==> src/rtl/mips_fetch.sv <==
// Instruction fetch stage: streams one read per cycle into mips_memory and hands
// returned words, tagged with their PC, to decode through a one-entry skid buffer.
module mips_fetch #(
  parameter int unsigned MEMSIZE    = 1024,
  parameter logic [31:0] START_ADDR = 32'h8002_0000
) (
  input  logic        clk,
  input  logic        reset,
  input  logic        stall,
  input  logic        branch_taken,
  input  logic [31:0] branch_target,
  output logic [31:0] mem_addr,
  output logic        mem_enable,
  output logic        mem_rw,
  output logic [1:0]  mem_access_size,
  input  logic [31:0] mem_dout,
  input  logic        mem_busy,
  output logic [31:0] insn,
  output logic [31:0] insn_pc,
  output logic        insn_valid,
  output logic        fetch_fault
);

  localparam logic [31:0] END_ADDR = START_ADDR + 32'(MEMSIZE) - 32'd4;

  logic [31:0] pc;
  logic        inflight;
  logic [31:0] inflight_pc;
  logic        skid_valid;
  logic [31:0] skid_insn;
  logic [31:0] skid_pc;

  logic in_range;
  logic issue_ok;   // every issue condition except the window check
  logic issue;
  logic consume;
  logic out_free;

  always_comb begin
    in_range = (pc >= START_ADDR) && (pc <= END_ADDR);
    // Holding off issue while decode stalls a full output with a read in flight
    // is what guarantees every returned word lands in a free slot.
    issue_ok = !reset && !branch_taken && !fetch_fault && !mem_busy && !skid_valid
               && !(insn_valid && stall && inflight);
    issue    = issue_ok && in_range;
    consume  = insn_valid && !stall;
    out_free = !insn_valid || consume;
  end

  assign mem_addr        = pc;
  assign mem_enable      = issue;
  assign mem_rw          = 1'b0;
  assign mem_access_size = 2'b00;

  // NOTE: sequential state uses non-blocking assignments only, so every read of
  // pc/insn_valid/etc. in this block sees the pre-edge value.
  always_ff @(posedge clk) begin
    if (reset) begin
      pc          <= START_ADDR;
      inflight    <= 1'b0;
      skid_valid  <= 1'b0;
      insn_valid  <= 1'b0;
      insn        <= 32'd0;
      insn_pc     <= 32'd0;
      fetch_fault <= 1'b0;
    end else begin
      inflight <= issue;
      if (issue) pc <= pc + 32'd4;
      if (issue_ok && !in_range) fetch_fault <= 1'b1;

      if (branch_taken) begin
        pc         <= {branch_target[31:2], 2'b00};
        skid_valid <= 1'b0;
        insn_valid <= 1'b0;
      end else if (out_free) begin
        if (skid_valid) begin
          insn       <= skid_insn;
          insn_pc    <= skid_pc;
          insn_valid <= 1'b1;
          skid_valid <= 1'b0;
        end else if (inflight) begin
          insn       <= mem_dout;
          insn_pc    <= inflight_pc;
          insn_valid <= 1'b1;
        end else begin
          insn_valid <= 1'b0;
        end
      end else if (inflight) begin
        skid_valid <= 1'b1;
      end
    end
  end

  // NOTE: payload registers carry no reset; their valid flags above gate every use.
  always_ff @(posedge clk) begin
    if (issue) inflight_pc <= pc;
    if (!branch_taken && !out_free && inflight) begin
      skid_insn <= mem_dout;
      skid_pc   <= inflight_pc;
    end
  end

endmodule

==> config.mk <==
export PLATFORM = sky130hd
export DESIGN_NAME = mips_fetch
export DESIGN_NICKNAME = d
export VERILOG_FILES = /design/src/rtl/mips_fetch.sv
export SDC_FILE = /design/constraint.sdc
export NUM_CORES = 1
export LEC_CHECK = 0
export CORE_MARGIN = 5
export CORE_UTILIZATION = 45
export CTS_CLUSTER_SIZE = 25
export DETAILED_ROUTE_END_ITERATION = 8
export PLACE_DENSITY_LB_ADDON = 0.05
export SLEW_MARGIN = 40
export SYNTH_ARGS = -nofsm -noshare
export SYNTH_HDL_FRONTEND = slang
export SYNTH_SLANG_ARGS = --single-unit
==> constraint.sdc <==
create_clock -name clk -period 4.1 [get_ports clk]
set_input_delay 0.615 -clock clk [delete_from_list [all_inputs] [get_ports clk]]
set_output_delay 0.615 -clock clk [all_outputs]
set_load 0.005 [all_outputs]
* Word level (Yosys, flattened, before mapping)
Index checks and enable logic that the tools add are counted.
Operators by class: $add $sub $neg 1, multiply operators 0, div/mod/pow operators 0, magnitude comparators 2, eq/ne operators 0, shifts and indexed selects 0, muxes and demuxes 8, bitwise gates (word level) 1, reductions and logical operators 29
Operator list (number):
- $mux W32 | 6
- $add A32 B3 Y32 const B | 1
- $ge A32 B32 Y1 const B | 1
- $le A32 B32 Y1 const B | 1
- $logic_and A1 B1 Y1 | 13
- $logic_not A1 Y1 | 10
- $reduce_bool A2 Y1 | 2
- $reduce_and A3 Y1 | 1
- $reduce_or A3 Y1 | 1
- $mux W1 | 2
- $reduce_or A2 Y1 | 1
- $logic_or A1 B1 Y1 | 1
- $not A1 Y1 | 1
Word-level totals: register bits 196, latch bits 0, RAM bits 0, bits in read-only memories 0, input port bits 69, output and inout bits 102, logic and storage cells 52, memories kept 0

* Depth between registers and ports, before layout
word-level depth 9, gate-level depth with buffers 6, mapped depth without buffers 5

* Least setup slack after synthesis
OpenSTA, ideal clock, no wires.
path type input-to-reg, start point input port branch_taken, end point register skid_insn[0] (enable), setup time 482 ps, arrival time 3725 ps, required time 3618 ps, setup slack -108 ps, cell stages on the path 4, buffers on the path 3, cells stage by stage buf_6 > clkbuf_1 > buf_2 > nor2_1
On the way: longest elaborated chain between the ends 3
Ends and longest elaborated chain:
- start, declared | line 10 | input logic branch_taken,
- $logic_not A1 Y1 | line 97 | if (!branch_taken && !out_free && inflight) begin
- $logic_and A1 B1 Y1 (2 in a row) | line 97
- end signal, assigned | line 98 | skid_insn <= mem_dout;
- end, declared | line 30 | logic [31:0] skid_insn;
Every way passes these cells. A chain may end at the register's enable or synchronous reset.

* Final worst setup path
start point input port stall, end point output port mem_enable
On the way: longest elaborated chain between the ends 5
Ends and longest elaborated chain:
- start, declared | line 9 | input logic stall,
- $logic_and A1 B1 Y1 (2 in a row) | line 44 | && !(insn_valid && stall && inflight);
- $logic_not A1 Y1 | line 44
- $logic_and A1 B1 Y1 | line 44
- $logic_and A1 B1 Y1 | line 45 | issue = issue_ok && in_range;
- end, declared | line 13 | output logic mem_enable,
Every way passes these cells.

==> run_results.csv <==
group,metric,value,unit
timing,rsz0062_at_grt,"no",
detailed_routing,dr.first_iter.drc_count,228,
detailed_routing,drt_pass1_iterations,4,
global_routing,first_global_vias,4750,
detailed_routing,via_per_inst,5.07,
logic_synthesis,syn_area,0.00720,mm²
logic_synthesis,synth_xor_area_share,0,%
logic_synthesis,synth-seq-cells,188,
setup_path,cp.required,3.48,ns
logic_synthesis,ys_types,42,
logic_synthesis,synth_warnings,0,
floorplanning,die_h,136,µm
logic_synthesis,synth_top_family_by_area,"multiplexers",
placement,dp_hpwl,10200,µm
logic_synthesis,yosys.cell_count.top_type,"dfxtp_1",
logic_synthesis,synthAdderAreaFrac,0.348,%
finish,final_cells,927,
logic_synthesis,synthSimpleGateAreaFrac,9.87,%
logic_synthesis,ys.flop_type,"dfxtp_1",
setup_path,path_class,"in2out",
clocking,clock-sinks,188,
power_and_ir_drop,power_leakage,3.06,nW
clocking,cts_resized,0,
timing,post-route-min-period,3.34,ns
worst_hold_path,hold_path_class,"reg2reg",
power_and_ir_drop,vdd_drop_max,291,µV
detailed_routing,routed_wl,15700,µm
setup_path,arrival,2.72,ns
setup_path,critical_path.top_delay_family,"buffers and inverters",
power_and_ir_drop,share_seq_of_total_power,53.1,%
power_and_ir_drop,power.share.combinational,5.6,%
floorplanning,ios,171,
power_and_ir_drop,sw_frac_of_total,22.1,%
global_routing,grtUsageTotal,17.2,%
timing,tightest_slew,0.848,ns
logic_synthesis,async_flop_share,0,%
floorplanning,coreArea,0.0158,mm²
job,max-cap-violations,0,
setup_path,critPathCaptureType,"output pin",
outcome,status,"finished, final reports clean",
finish,diodes,0,
setup_path,crit_slowest_cell,"and4_1",
clocking,path_clk_slew,0.07,ns
logic_synthesis,synth_compound_area_share,9.44,%
power_and_ir_drop,clock_power_share,41.2,%
global_routing,overflow,0,
floorplanning,row_count,46,
power_and_ir_drop,netSwitchingPower,0.839,mW
logic_synthesis,synth_edf_count,92,
setup_path,start_kind,"input pin",
logic_synthesis,synth_commonest_cells,"dfxtp_1, edfxtp_1, nor2_1",
timing,fin_skew,0.00610,ns
timing,max_freq,0.299,GHz
logic_synthesis,syn_inst,549,
timing,drv_slew,0,
logic_synthesis,synthMuxAreaShare,11.7,%
timing,setup_violations,0,
floorplanning,initial_core_util,45.6,%
clocking,clock_latency,0.42,ns
power_and_ir_drop,powerDensity,398,mW/mm²
clocking,clockRootBuffer,"clkbuf_16",
clocking,cts_setup_buffers,0,
global_routing,antenna_found_initial,0,
finish,finalNetCount,769,
clocking,cts_hold_buffers,0,
clocking,cts_tree,"done",
detailed_routing,drcViolationCount,0,
finish,fillerInstances,1305,
clocking,htreeDepth,4,
clocking,numCtsBuffers,17,
detailed_routing,vias,4702,
clocking,max-clock-path-buffers,2,
setup_path,path_common_cell,"clkdlybuf4s50_1",
logic_synthesis,synthTopCellsByArea,"edfxtp_1, dfxtp_1, mux2i_1",
detailed_routing,routedWlPerCell,17.0,µm
logic_synthesis,netlist.area_leader.share,38.4,%
floorplanning,die_x,136,µm
global_routing,grt_pass1_wl,25100,µm
finish,drive_gt1_share,7.59,%
timing,finalSetupTns,0,ns
setup_path,crit_path_cell_trace,"clkdlybuf4s50_1, nand3_1, and4_1, nand2_1, inv_1, clkdlybuf4s50_1",
placement,gp_congestion,0.776,
timing,relSlewSlack,43.5,%
power_and_ir_drop,p_int,2.95,mW
timing,fin_crit_sh,81.5,%
floorplanning,dieArea,0.0186,mm²
finish,areaGrowthSynthToFinish,32.3,%
logic_synthesis,synth_top_cell_by_area,"edfxtp_1",
setup_path,path_max_fanout,11,
logic_synthesis,postSynthAreaPerCell,13.1,µm²
setup_path,cpPeakStageDelay,0.51,ns
logic_synthesis,ys_seq_area_share,65.1,%
setup_path,critPathBufInv,3,
detailed_routing,final_antenna_net_count,0,
timing,hold_violations,0,
placement,io_buffers,161,
placement,dp_cells,895,
global_routing,grt_max_degree,125,
[state kept, by name, indices dropped and copies added (netlist names)]
| register | count |
|---|---|
| fetch_fault | 1 |
| insn_valid | 1 |
| mem_addr | 30 |
| inflight | 1 |
| skid_insn | 32 |
| skid_valid | 1 |
| inflight_pc | 30 |
| skid_pc | 30 |
| insn_pc | 30 |
| insn | 32 |
[per-layer routing]
metal | wire, µm | GRT usage (%)
met5 | 0 | 0
met4 | 145 | 5.32
met3 | 1100 | 5.40
met2 | 6890 | 26.2
met1 | 7600 | 23.5
[worst paths after layout]
kind	start	end	slack, ns	depth (start not counted)
setup / recovery	stall	mem_enable	0.76	6
hold reg to reg	inflight_pc[17]	skid_pc[17]	0.45	0
hold / removal	inflight_pc[17]	skid_pc[17]	0.45	0
setup reg to reg	mem_addr[24]	inflight_pc[29]	1.70	5
[cell usage in the layout (no fill, tap or decap), types with 3 or more instances in the layout]
master / instances
nand3_1: 9
nor4_4: 4
a31oi_1: 6
inv_6: 7
nand2_1: 9
clkbuf_16: 18
edfxtp_1: 92
nor2b_1: 5
dfxtp_1: 95
o21ai_0: 5
nor3_1: 3
or4_1: 3
inv_1: 6
a211oi_1: 62
buf_4: 5
conb_1: 7
clkdlybuf4s50_1: 159
mux2i_1: 84
nor2_1: 84
[cells by family after synthesis]
family	after synthesis
DFF	188
and+or+nand+nor	133
AOI/OAI and AO/OA	91
muxes	84
buffers and inverters	50
adders and majority gates	2
other	1
[per-stage QoR]
step,instance area [µm²],power (mW),worst slack [ns],util [%],hold slack [ns]
2_1_floorplan,7220,2.14,0.932,-,0.426
5_1_grt,9520,3.94,0.596,60.4,0.472
4_1_cts,9520,3.84,0.746,60.4,0.459
6_report,9520,3.79,0.760,60.4,0.454
3_5_place_dp,8950,2.27,0.758,56.8,0.441
3_3_place_gp,8950,2.27,0.795,56.7,0.434
[cell type report]
type / count / area, µm² / share of cell area, %
clock inverters: 13 / 101 / 1.06
multi-input cells: 317 / 2300 / 24.1
repair buffers: 168 / 1680 / 17.6
inverters: 6 / 22.5 / 0.237
well taps: 216 / 270 / 2.84
flip-flops and latches: 188 / 4690 / 49.2
clock buffers: 19 / 464 / 4.88
[power by group through the flow]
stage          clock (mW)  combinational, mW  sequential [mW]
2_1_floorplan           0             0.0929             2.05
3_3_place_gp            0              0.211             2.06
3_5_place_dp            0              0.214             2.06
4_1_cts              1.61              0.216             2.01
5_1_grt              1.69              0.232             2.02
6_report             1.56              0.214             2.01
(Power assumes the default switching activity.)
